===== src/rtl/alu_pkg.sv =====
// Shared definitions for the serial ALU: op codes, FSM state encoding and op classification.
package alu_pkg;

  localparam logic [2:0] OP_AND  = 3'b000;
  localparam logic [2:0] OP_OR   = 3'b001;
  localparam logic [2:0] OP_ADD  = 3'b010;
  localparam logic [2:0] OP_NAND = 3'b011;
  localparam logic [2:0] OP_NOR  = 3'b100;
  localparam logic [2:0] OP_ADD2 = 3'b101;
  localparam logic [2:0] OP_SUB  = 3'b110;
  localparam logic [2:0] OP_SLT  = 3'b111;

  typedef enum logic [1:0] {
    ST_IDLE = 2'd0,
    ST_RUN  = 2'd1,
    ST_DONE = 2'd2
  } state_e;

  // Ops that use the carry chain (SLT is a subtract underneath).
  function automatic logic is_arith(input logic [2:0] op);
    return (op == OP_ADD) || (op == OP_ADD2) || (op == OP_SUB) || (op == OP_SLT);
  endfunction

  function automatic logic is_sub(input logic [2:0] op);
    return (op == OP_SUB) || (op == OP_SLT);
  endfunction

endpackage


===== src/rtl/alu_slice_n.sv =====
// Combinational SLICE-bit ALU slice: ripple adder plus bitwise logic ops.
module alu_slice_n
  import alu_pkg::*;
#(
  parameter int SLICE = 4
) (
  input  logic [SLICE-1:0] a,
  input  logic [SLICE-1:0] b,
  input  logic             binvert,
  input  logic             cin,
  input  logic [2:0]       op,
  output logic [SLICE-1:0] y,
  output logic             cout,
  output logic             msb_cin
);

  logic [SLICE-1:0] bb;
  logic [SLICE-1:0] sum;
  logic [SLICE:0]   c;

  assign bb = binvert ? ~b : b;

  always_comb begin
    c[0] = cin;
    for (int i = 0; i < SLICE; i++) begin
      sum[i]   = a[i] ^ bb[i] ^ c[i];
      c[i + 1] = (a[i] & bb[i]) | (a[i] & c[i]) | (bb[i] & c[i]);
    end
  end

  assign cout    = c[SLICE];
  assign msb_cin = c[SLICE-1];

  always_comb begin
    y = sum;
    case (op)
      OP_AND:  y = a & b;
      OP_OR:   y = a | b;
      OP_NAND: y = ~(a & b);
      OP_NOR:  y = ~(a | b);
      default: y = sum;
    endcase
  end

endmodule


===== src/rtl/alu_serial_n.sv =====
// Multi-cycle WIDTH-bit ALU processing SLICE bits per cycle, LSB first, valid/ready on both sides.
// Optional macro ALU_ZERO_FLAG_EN adds a registered zero flag output.
module alu_serial_n
  import alu_pkg::*;
#(
  parameter int WIDTH = 32,
  parameter int SLICE = 4
) (
  input  logic             clk,
  input  logic             rst,
  input  logic             in_valid,
  output logic             in_ready,
  input  logic [WIDTH-1:0] a,
  input  logic [WIDTH-1:0] b,
  input  logic [2:0]       op,
  output logic             out_valid,
  input  logic             out_ready,
  output logic [WIDTH-1:0] result,
  output logic             carry_out,
  output logic             overflow
`ifdef ALU_ZERO_FLAG_EN
  ,
  output logic             zero
`endif
);

  localparam int NSLICE = WIDTH / SLICE;
  localparam int CNT_W  = (NSLICE > 1) ? $clog2(NSLICE) : 1;
  localparam logic [CNT_W-1:0] LAST = CNT_W'(NSLICE - 1);

  state_e           state_q, state_d;
  logic [CNT_W-1:0] cnt_q, cnt_d;
  logic [WIDTH-1:0] a_q, a_d, b_q, b_d, res_q, res_d;
  logic [2:0]       op_q, op_d;
  logic             carry_q, carry_d, cout_q, cout_d, ovf_q, ovf_d;
`ifdef ALU_ZERO_FLAG_EN
  logic             zero_q, zero_d;
`endif

  logic [SLICE-1:0] y;
  logic             s_cout, s_msb_cin, ovf_raw, addsub;

  alu_slice_n #(.SLICE(SLICE)) u_slice (
    .a       (a_q[SLICE-1:0]),
    .b       (b_q[SLICE-1:0]),
    .binvert (is_sub(op_q)),
    .cin     (carry_q),
    .op      (op_q),
    .y       (y),
    .cout    (s_cout),
    .msb_cin (s_msb_cin)
  );

  assign ovf_raw = s_msb_cin ^ s_cout;
  assign addsub  = is_arith(op_q) && (op_q != OP_SLT);

  always_comb begin
    state_d = state_q;
    cnt_d   = cnt_q;
    a_d     = a_q;
    b_d     = b_q;
    op_d    = op_q;
    carry_d = carry_q;
    res_d   = res_q;
    cout_d  = cout_q;
    ovf_d   = ovf_q;
`ifdef ALU_ZERO_FLAG_EN
    zero_d  = zero_q;
`endif
    case (state_q)
      ST_IDLE: begin
        if (in_valid) begin
          a_d     = a;
          b_d     = b;
          op_d    = op;
          carry_d = is_sub(op);
          cnt_d   = '0;
          state_d = ST_RUN;
        end
      end
      ST_RUN: begin
        // Operands shift down so the slice always sees bit 0; result fills from the top.
        a_d     = a_q >> SLICE;
        b_d     = b_q >> SLICE;
        carry_d = s_cout;
        res_d   = (res_q >> SLICE) | (WIDTH'(y) << (WIDTH - SLICE));
        cnt_d   = cnt_q + CNT_W'(1);
        if (cnt_q == LAST) begin
          state_d = ST_DONE;
          cout_d  = addsub & s_cout;
          ovf_d   = addsub & ovf_raw;
          if (op_q == OP_SLT) res_d = WIDTH'(y[SLICE-1] ^ ovf_raw);
`ifdef ALU_ZERO_FLAG_EN
          zero_d  = (res_d == '0);
`endif
        end
      end
      ST_DONE: begin
        if (out_ready) state_d = ST_IDLE;
      end
      default: state_d = ST_IDLE;
    endcase
  end

  always_ff @(posedge clk) begin
    if (rst) begin
      state_q <= ST_IDLE;
      cnt_q   <= '0;
      res_q   <= '0;
      cout_q  <= 1'b0;
      ovf_q   <= 1'b0;
`ifdef ALU_ZERO_FLAG_EN
      zero_q  <= 1'b0;
`endif
    end else begin
      state_q <= state_d;
      cnt_q   <= cnt_d;
      res_q   <= res_d;
      cout_q  <= cout_d;
      ovf_q   <= ovf_d;
`ifdef ALU_ZERO_FLAG_EN
      zero_q  <= zero_d;
`endif
    end
  end

  always_ff @(posedge clk) begin
    a_q     <= a_d;
    b_q     <= b_d;
    op_q    <= op_d;
    carry_q <= carry_d;
  end

  assign in_ready  = (state_q == ST_IDLE);
  assign out_valid = (state_q == ST_DONE);
  assign result    = res_q;
  assign carry_out = cout_q;
  assign overflow  = ovf_q;
`ifdef ALU_ZERO_FLAG_EN
  assign zero      = zero_q;
`endif

endmodule


===== config.mk =====
export PLATFORM = sky130hd
export DESIGN_NAME = alu_serial_n
export DESIGN_NICKNAME = d
export VERILOG_FILES = /design/src/rtl/alu_pkg.sv /design/src/rtl/alu_slice_n.sv /design/src/rtl/alu_serial_n.sv
export SDC_FILE = /design/constraint.sdc
export NUM_CORES = 1
export LEC_CHECK = 0
export CELL_PAD_IN_SITES_DETAIL_PLACEMENT = 0
export CELL_PAD_IN_SITES_GLOBAL_PLACEMENT = 1
export CORE_UTILIZATION = 43
export CTS_BUF_LIST = sky130_fd_sc_hd__clkbuf_4 sky130_fd_sc_hd__clkbuf_8
export DETAILED_ROUTE_END_ITERATION = 8
export GPL_ROUTABILITY_DRIVEN = 0
export PLACE_DENSITY = 0.95
export SETUP_SLACK_MARGIN = 0.4
export SLEW_MARGIN = 20
export SYNTH_ARGS = -nofsm -noshare
export SYNTH_HDL_FRONTEND = slang
export SYNTH_SLANG_ARGS = --single-unit
export TNS_END_PERCENT = 5

===== constraint.sdc =====
create_clock -name clk -period 4.78 [get_ports clk]
set_input_delay 0.956 -clock clk [delete_from_list [all_inputs] [get_ports clk]]
set_output_delay 0.956 -clock clk [all_outputs]
set_load 0.05 [all_outputs]

After elaboration in Yosys (flattened, before gate mapping)

Index checks and enable logic that the tools add are counted.
W data, S select, Z words.

Output and inout port bits: 36
Logic and storage cells: 93
Bits in registers: 107
Bits of input ports: 71

Reduce and logical (&&, ||, !) cells: 13
Equal/unequal tests: 16
$add $sub $neg: 1
Multiplexer cells: 16
Bitwise logic cells: 38

Operator list:

| operator              | number |
|---|---|
| $mux W32              | 4 |
| $pmux W32 S2          | 2 |
| $or A28 B32 Y32       | 1 |
| $eq A3 B3 Y1 const B  | 7 |
| $pmux W4 S4           | 1 |
| $and A1 B1 Y1         | 14 |
| $not A4 Y4            | 3 |
| $xor A1 B1 Y1         | 10 |
| $or A1 B1 Y1          | 8 |
| $eq A3 B2 Y1 const B  | 2 |
| $mux W2               | 3 |
| $pmux W2 S3           | 1 |
| $pmux W3 S2           | 1 |
| $reduce_and A2 Y1     | 3 |
| $logic_or A1 B1 Y1    | 5 |
| $and A4 B4 Y4         | 1 |
| $mux W4               | 1 |
| $ne A2 B2 Y1 const B  | 2 |
| $or A4 B4 Y4          | 1 |
| $add A3 B1 Y3 const B | 1 |
| $eq A3 B1 Y1 const B  | 1 |
| $logic_not A3 Y1      | 1 |
| $mux W3               | 1 |
| $ne A3 B3 Y1 const B  | 1 |
| other kinds (9)       | 9 |

Depth between registers and ports, before layout

Gate-level depths: netlist of run 1.

Depth in word-level cells: 19
Mapped depth: 12

Hierarchy

From an unflattened synthesis of run 1, not the netlist that was laid out.

Cell total of the unflattened synthesis: 489
Area, all modules: 4,760.8 µm²

Modules (own cells, without submodules):

| module       | instances | area an instance (µm²) | cells an instance |
|---|---|---|---|
| alu_serial_n | 1         | 4,413.0                | 444 |
| alu_slice_n  | 1         | 347.8                  | 45 |

Least setup slack after synthesis of run 1

Ideal clock, no wire load.

Kind: register -> register
Start point: register op_q[1]
End point: register res_q[0], in the netlist result[0]
Arrival: 2.879 ns
Data required time: 4.663 ns
Setup slack: 1.784 ns
Setup time: 0.117 ns
Stages on the path, launching flop included: 13
Cells stage by stage: edfxtp_1 -> buf_2 -> nand2_1 -> xor2_1 -> fa_1 -> fa_1 -> inv_1 -> fa_1 -> fa_1 -> and3b_1 -> a211oi_2 -> mux2i_1 -> nand2_1

Longest elaborated chain between the ends: 19
Elaborated cells between the ends (all ways): 34
Classes of those cells: eq/ne: 5; mux: 4; bitwise: 23; reduce/logical: 2

Ends and longest elaborated chain:

| element                                | RTL line                          | source |
|---|---|---|
| from (decl)                            | alu_serial_n.sv:34                | `logic [2:0] op_q, op_d;` |
| from (signal assigned)                 | alu_serial_n.sv:130               | `op_q <= op_d;` |
| $eq A3 B3 Y1, on equally long branches | alu_pkg.sv:25, alu_serial_n.sv:92 |  |
| $logic_or A1 B1 Y1                     | alu_pkg.sv:25                     | `return (op == OP_SUB) \|\| (op == OP_SLT);` |
| $mux W4                                | alu_slice_n.sv:21                 | `assign bb = binvert ? ~b : b;` |
| $and A1 B1 Y1                          | alu_slice_n.sv:27                 | `c[i + 1] = (a[i] & bb[i]) \| (a[i] & c[i]) \| (bb[i] & c[i]);` |
| $or A1 B1 Y1 (2 in a row)              | alu_slice_n.sv:27                 |  |
| $and A1 B1 Y1                          | alu_slice_n.sv:27                 |  |
| $or A1 B1 Y1 (2 in a row)              | alu_slice_n.sv:27                 |  |
| $and A1 B1 Y1                          | alu_slice_n.sv:27                 |  |
| $or A1 B1 Y1 (2 in a row)              | alu_slice_n.sv:27                 |  |
| $and A1 B1 Y1                          | alu_slice_n.sv:27                 |  |
| $or A1 B1 Y1 (2 in a row)              | alu_slice_n.sv:27                 |  |
| $xor A1 B1 Y1                          | alu_serial_n.sv:54                | `assign ovf_raw = s_msb_cin ^ s_cout;` |
| $xor A1 B1 Y1                          | alu_serial_n.sv:92                | `if (op_q == OP_SLT) res_d = WIDTH'(y[SLICE-1] ^ ovf_raw);` |
| $mux W32 (*)                           | alu_serial_n.sv:92                |  |
| $mux W32 (*)                           | alu_serial_n.sv:88                | `if (cnt_q == LAST) begin` |
| to (signal assigned)                   | alu_serial_n.sv:118               | `res_q <= res_d;` |
| to (decl)                              | alu_serial_n.sv:33                | `logic [WIDTH-1:0] a_q, a_d, b_q, b_d, res_q, res_d;` |

Every way passes the cells marked *; elsewhere a longest branch is shown, timed or not.
A chain may end at the register's enable or synchronous reset.

Final worst setup path of run 1

Same ends and word-level chain as after synthesis.

==> results of run 1 <==
-- metal layers --
layer  vias to the layer above  share of wire, %  wire length, µm
li1                       1759                 -                -
met4                         0               1.7              161
met2                       109                49             4620
met1                      1634                44             4090
met3                        15               5.2              489
met5                         -                 0                0
-- kinds of logic (layout without fill, tap and decap cells) --
family | Yosys count | count (layout) | share of synthesized area [%]
fa+ha+maj | 6 | 6 | 2.26
xor+xnor | 5 | 5 | 0.941
flops | 107 | 107 | 60.6
compound gates | 58 | 58 | 9.46
buf+inv | 37 | 133 | 3.98
simple gates | 249 | 249 | 22.1
mux | 3 | 3 | 0.645
-- layout by cell type (no fill, tap or decap), types with 2 or more instances in the layout --
cell type        synthesis  final
nand4_1                  3      3
and2_1                  10      9
a21oi_1                  9      9
clkdlybuf4s50_1          0    106
dfxtp_1                 39     39
mux2i_1                  3      3
a211oi_2                 2      2
nor2_1                  35     35
xor2_1                   3      3
clkbuf_8                 0      9
a31oi_1                  2      2
a32oi_1                  2      2
nand2b_1                 4      3
nand2_1                178    178
xnor2_1                  2      2
inv_6                    0      2
buf_4                    1      3
nor2b_1                  3      2
inv_1                    8      7
and3_1                   4      4
ha_1                     2      2
edfxtp_1                68     68
clkinv_4                 0      2
fa_1                     4      4
a22oi_1                 30     30
nand3_1                  5      5
o31ai_1                  4      4
-- report_power, final --
part,internal [µW],switching [µW],total (µW),leakage (µW)
sequential,1070,33.7,1100,0.00101
clock,204,321,525,0.0000942
combinational,130,159,289,0.00128
-- worst max-delay path by stage --
stage                      to  slack [ns]  cells after the start
floorplan           result[0]        1.78                     12
global placement    result[0]        1.59                     11
detailed placement  result[0]        1.48                     11
CTS                 result[0]        1.44                     11
global route        result[0]        1.23                     11
finish              result[0]        1.44                     11
-- worst max-delay path: stages (launching register included) --
cell	delay (ns)
edfxtp_1	0.60
nand2_1	0.24
xor2_1	0.21
fa_1	0.42
fa_1	0.40
inv_1	0.08
fa_1	0.23
fa_1	0.45
nor3b_1	0.25
a211oi_2	0.10
mux2i_1	0.18
nand2_1	0.07
-- through the flow --
step                      hold WS, ns  setup WS (ns)
after global placement          0.470           1.59
after detailed placement        0.457           1.48
final                           0.469           1.44
after CTS                       0.472           1.44
after global routing            0.505           1.23
after floorplan                 0.471           1.78
-- flip-flops by register name (all words and copies together) (netlist names) --
| signal | cells |
|---|---|
| a_q | 32 |
| b_q | 32 |
| result | 32 |
| cnt_q | 3 |
| op_q | 3 |
| state_q | 2 |
| carry_out | 1 |
| carry_q | 1 |
| overflow | 1 |
-- final cells by class --
class                   count  area share (%)
clock buffers              10            2.21
inverters                   8           0.505
repair buffers            109            18.2
clock inverters             6           0.841
well taps                 136            2.86
multi-input cells         321            28.0
flip-flops and latches    107            47.4
==> flow_summary.ini, run 1 <==
[status]
outcome = finished, final reports clean

[placed_design]
dp_hpwl_um = 6360
placedCellCount = 681
dpl_cell_area_mm2 = 0.00577
port_buffers = 106

[timing]
setup_viol = 0
clock.fmax_ghz = 0.299
final_max_slew_viol_count = 0
hold_violations = 0
worstMarginPinSlew_ns = 1.04
fin_setup_tns_ns = 0
min_period_ns = 3.34
fin_crit_sh_pct = 70.0
finClkSkew_ns = 0.0195
rsz0062_at_grt = no
relSlewSlack_pct = 30.9

[global_routing]
antenna_found_initial = 0
grt-busiest-layer = met2
met3_usage_pct = 3.86
met2_usage_pct = 29.4
grt_max_degree = 104
track_usage_pct = 17.5
gr-total-overflow = 0
grt_pass1_wl_um = 15600
grt_pass1_vias = 3333
grt_use_met1_pct = 22.4

[synthesis]
synth.most_common_cell = nand2_1
synth_top_cell_by_area = edfxtp_1
synth_area_mm2 = 0.00466
ys.flop_type = edfxtp_1
ys_ff_latch = 107
ys.warnings.count = 0
synthDistinctLibCells = 44
synth-edff-count = 68
syn_nets = 542
syn_area_per_cell_um2 = 10.0
yosys-top-cells-count = nand2_1, edfxtp_1, dfxtp_1
ys_seq_area_share_pct = 60.6
yosysTopAreaCellShare_pct = 43.9
synth.area.top_cells = edfxtp_1, dfxtp_1, nand2_1
async_flop_share_pct = 0
syn_inst = 465

[die]
ioPinCount = 107
dieArea_mm2 = 0.0112
start_util_pct = 44.7
die-width_um = 106
fp.dieH_um = 106
rows = 37
core_mm2 = 0.0104

[pwr]
p_per_area_mw_per_mm2 = 321
power_uw = 1910
ir_drop_uv = 148
p_leak_uw = 0.00238

[finish]
multi_input_area_mm2 = 0.00166
fin_cells = 697
area_growth_pct = 27.8
antennaDiodeCount = 0
final_util_pct = 57.1
ff_latch_area_mm2 = 0.00282
nNetsFinal = 633
finish.instance_area_mm2 = 0.00595
fillers = 900
drive_gt1_share_pct = 5.17

[clocking]
cts_hold_buf = 0
cts.sinks = 107
clkLatencyLatePin_ns = 0.38
cts_buffers = 9
clk_path_buf_depth = 2
root_buffer = clkbuf_8
htreeDepth = 3
clk_pin_slew_ns = 0.11
tritoncts = built
post_cts_buffers = 0
cts_resized = 0

[routing]
ant_nets = 0
totalWireLength_um = 9360
wl_per_cell_um = 13.4
viasPerCell = 5.05
drt_first_pass_iters = 5
post-route-drc-count = 0
vias = 3517
drt-initial-drc-count = 219

[critical_path]
startpoint = op_q[1]
r2r_end = result[0]
critical_path_class = flip-flop to flip-flop
critical_path_required_ns = 5.03
reg2reg_slack_ns = 1.44
r2r-start = op_q[1]
endpoint_kind = flip-flop
rr_worst_depth = 11
cp_max_fo = 12
critPathLaunchType = flip-flop
arrival_ns = 3.60

[worst_hold_path]
min_to = carry_out
hold_depth = 2
hp-class = flip-flop to flip-flop
min_from = carry_out

[flow_run]
drv_cap = 0
(Power assumes the default switching activity.)
==> run 2: changes to the inputs <==
--- a/config.mk
+++ b/config.mk
@@ -7,11 +7,11 @@
 export LEC_CHECK = 0
 export CELL_PAD_IN_SITES_DETAIL_PLACEMENT = 0
 export CELL_PAD_IN_SITES_GLOBAL_PLACEMENT = 1
-export CORE_UTILIZATION = 43
+export CORE_UTILIZATION = 36
 export CTS_BUF_LIST = sky130_fd_sc_hd__clkbuf_4 sky130_fd_sc_hd__clkbuf_8
 export DETAILED_ROUTE_END_ITERATION = 8
 export GPL_ROUTABILITY_DRIVEN = 0
-export PLACE_DENSITY = 0.95
+export PLACE_DENSITY = 0.86
 export SETUP_SLACK_MARGIN = 0.4
 export SLEW_MARGIN = 20
 export SYNTH_ARGS = -nofsm -noshare
==> constraint.sdc (replaced) <==
create_clock -name clk -period 2.9 [get_ports clk]
set_input_delay 0.58 -clock clk [delete_from_list [all_inputs] [get_ports clk]]
set_output_delay 0.58 -clock clk [all_outputs]
set_load 0.05 [all_outputs]
==> flow_summary.ini, run 2 (synthesis results as in run 1) <==
[routing]
drt-initial-drc-count = 225
vias = 3527
post-route-drc-count = 0
viasPerCell = 4.77
drt_first_pass_iters = 5
totalWireLength_um = 9680
wl_per_cell_um = 13.1
ant_nets = 0

[critical_path]
path_cells = nand2_4 > xor2_2 > fa_2 > fa_1 > inv_1 > fa_2 > fa_1 > and3b_1 > a211oi_2 > mux2i_1 > nand2_1
critPathLaunchType = flip-flop
arrival_ns = 3.13
reg2reg_slack_ns = 0.03
critical_path_class = flip-flop to flip-flop
cp_max_fo = 2
endpoint_kind = flip-flop
critical_path_required_ns = 3.16
cp_slowest_stage_delay_ns = 0.52
crit_slowest_cell = fa_1

[clocking]
cts.sinks = 107
clkLatencyLatePin_ns = 0.36
clk_path_buf_depth = 2
cts_hold_buf = 0
clk_pin_slew_ns = 0.09
root_buffer = clkbuf_8
tritoncts = built
htreeDepth = 3
cts_buffers = 9

[global_routing]
antenna_found_initial = 0
grt_pass1_wl_um = 15700
gr-total-overflow = 0
grt_pass1_vias = 3441
met3_usage_pct = 4.86
track_usage_pct = 15.3
grt_max_degree = 97
grt-busiest-layer = met2
met2_usage_pct = 24.8
grt_use_met1_pct = 18.2

[status]
outcome = finished, final reports clean

[timing]
min_period_ns = 2.87
fin_setup_tns_ns = 0
setup_viol = 0
final_max_slew_viol_count = 0
finClkSkew_ns = 0.0141
worstMarginPinSlew_ns = 0.989
setup_slack_ns = 0.0286
clock.fmax_ghz = 0.348
hold_violations = 0
relSlewSlack_pct = 34.0
rsz0062_at_grt = yes
fin_crit_sh_pct = 99.0

[finish]
nNetsFinal = 639
final_common_cell = nand2_1
drive_gt1_share_pct = 6.88
antennaDiodeCount = 0
final_cell_mix = nand2_1, clkdlybuf4s50_1, edfxtp_1
area_growth_pct = 30.4

[die]
fp.dieH_um = 116
core_mm2 = 0.0126
dieArea_mm2 = 0.0134
die-width_um = 116
start_util_pct = 36.9
rows = 41
ioPinCount = 107

[worst_hold_path]
hp-class = flip-flop to flip-flop

[placed_design]
port_buffers = 106
dp_hpwl_um = 6660
place_ws_ns = -0.0292

[pwr]
p_per_area_mw_per_mm2 = 516
p_leak_uw = 0.00242
ir_drop_uv = 282

[flow_run]
drv_cap = 0
run 2: power by group:
part	switching [µW]	internal (µW)	total (µW)
sequential	52.4	1760	1810
combinational	269	228	497
clock	484	342	826
run 2: metal layers:
layer  wire [µm]  vias to the layer above  part of all wire [%]
met5           0                        -                     0
met4         283                        0                   2.9
met3         713                       21                   7.4
met2        4550                      117                    47
met1        4140                     1625                    43
li1            -                     1764                     -
run 2: what timing repair did:
item | CTS | global route
gates resized for setup | 1 | 0
setup endpoints to repair | 4 | 4
buffers inserted | 0 | 1
hold endpoints to repair | 0 | 0
pin swaps | 2 | 0
run 2: path summary, 6_finish.rpt:
| kind | depth (start not counted) | startpoint | end |
|---|---|---|---|
| setup / recovery | 11 | op_q[1] | result[0] |
| hold / removal | 2 | carry_out | carry_out |
| setup reg to reg | 11 | op_q[1] | result[0] |
| hold reg to reg | 2 | carry_out | carry_out |
run 2: area by class of cell:
| class | count | area, µm² |
|---|---|---|
| fill | 1227 | 6550 |
| sequential | 107 | 2820 |
| multi-input combinational | 321 | 1690 |
| timing repair buffer | 115 | 1140 |
| tap | 172 | 215 |
| clock buffer | 12 | 146 |
| inverter | 8 | 30.0 |
| clock inverter | 4 | 26.3 |
run 2: worst max-delay path, delay by kind of cell, from the launching register on:
kind	cells	cell delay [ns]
muxes	1	0.23
DFF	1	0.44
adders and majority gates	4	1.31
buffers and inverters	1	0.06
xor gates and xnor gates	1	0.14
and+or+nand+nor	3	0.36
AOI/OAI and AO/OA	1	0.23
run 2: through the flow:
| stage | std cells | util (%) | power [µW] | hold WS, ns | cell area, µm² |
|---|---|---|---|---|---|
| 3_3_place_gp | 722 | 46.6 | 2320 | 0.478 | 5880 |
| 2_1_floorplan | 465 | - | 2150 | 0.471 | 4680 |
| 4_1_cts | 738 | 48.0 | 3160 | 0.493 | 6060 |
| 6_report | 739 | 48.1 | 3130 | 0.482 | 6070 |
| 3_5_place_dp | 722 | 46.6 | 2340 | 0.479 | 5880 |
| 5_1_grt | 739 | 48.1 | 3280 | 0.514 | 6070 |
==> run 3: changes to the inputs <==
--- a/config.mk
+++ b/config.mk
@@ -7,6 +7,7 @@
 export LEC_CHECK = 0
 export CELL_PAD_IN_SITES_DETAIL_PLACEMENT = 0
 export CELL_PAD_IN_SITES_GLOBAL_PLACEMENT = 1
+export CORE_MARGIN = 1
 export CORE_UTILIZATION = 36
 export CTS_BUF_LIST = sky130_fd_sc_hd__clkbuf_4 sky130_fd_sc_hd__clkbuf_8
 export DETAILED_ROUTE_END_ITERATION = 8
==> results of run 3 <==
Final layout, timing and power as in run 2 (identical DEF).
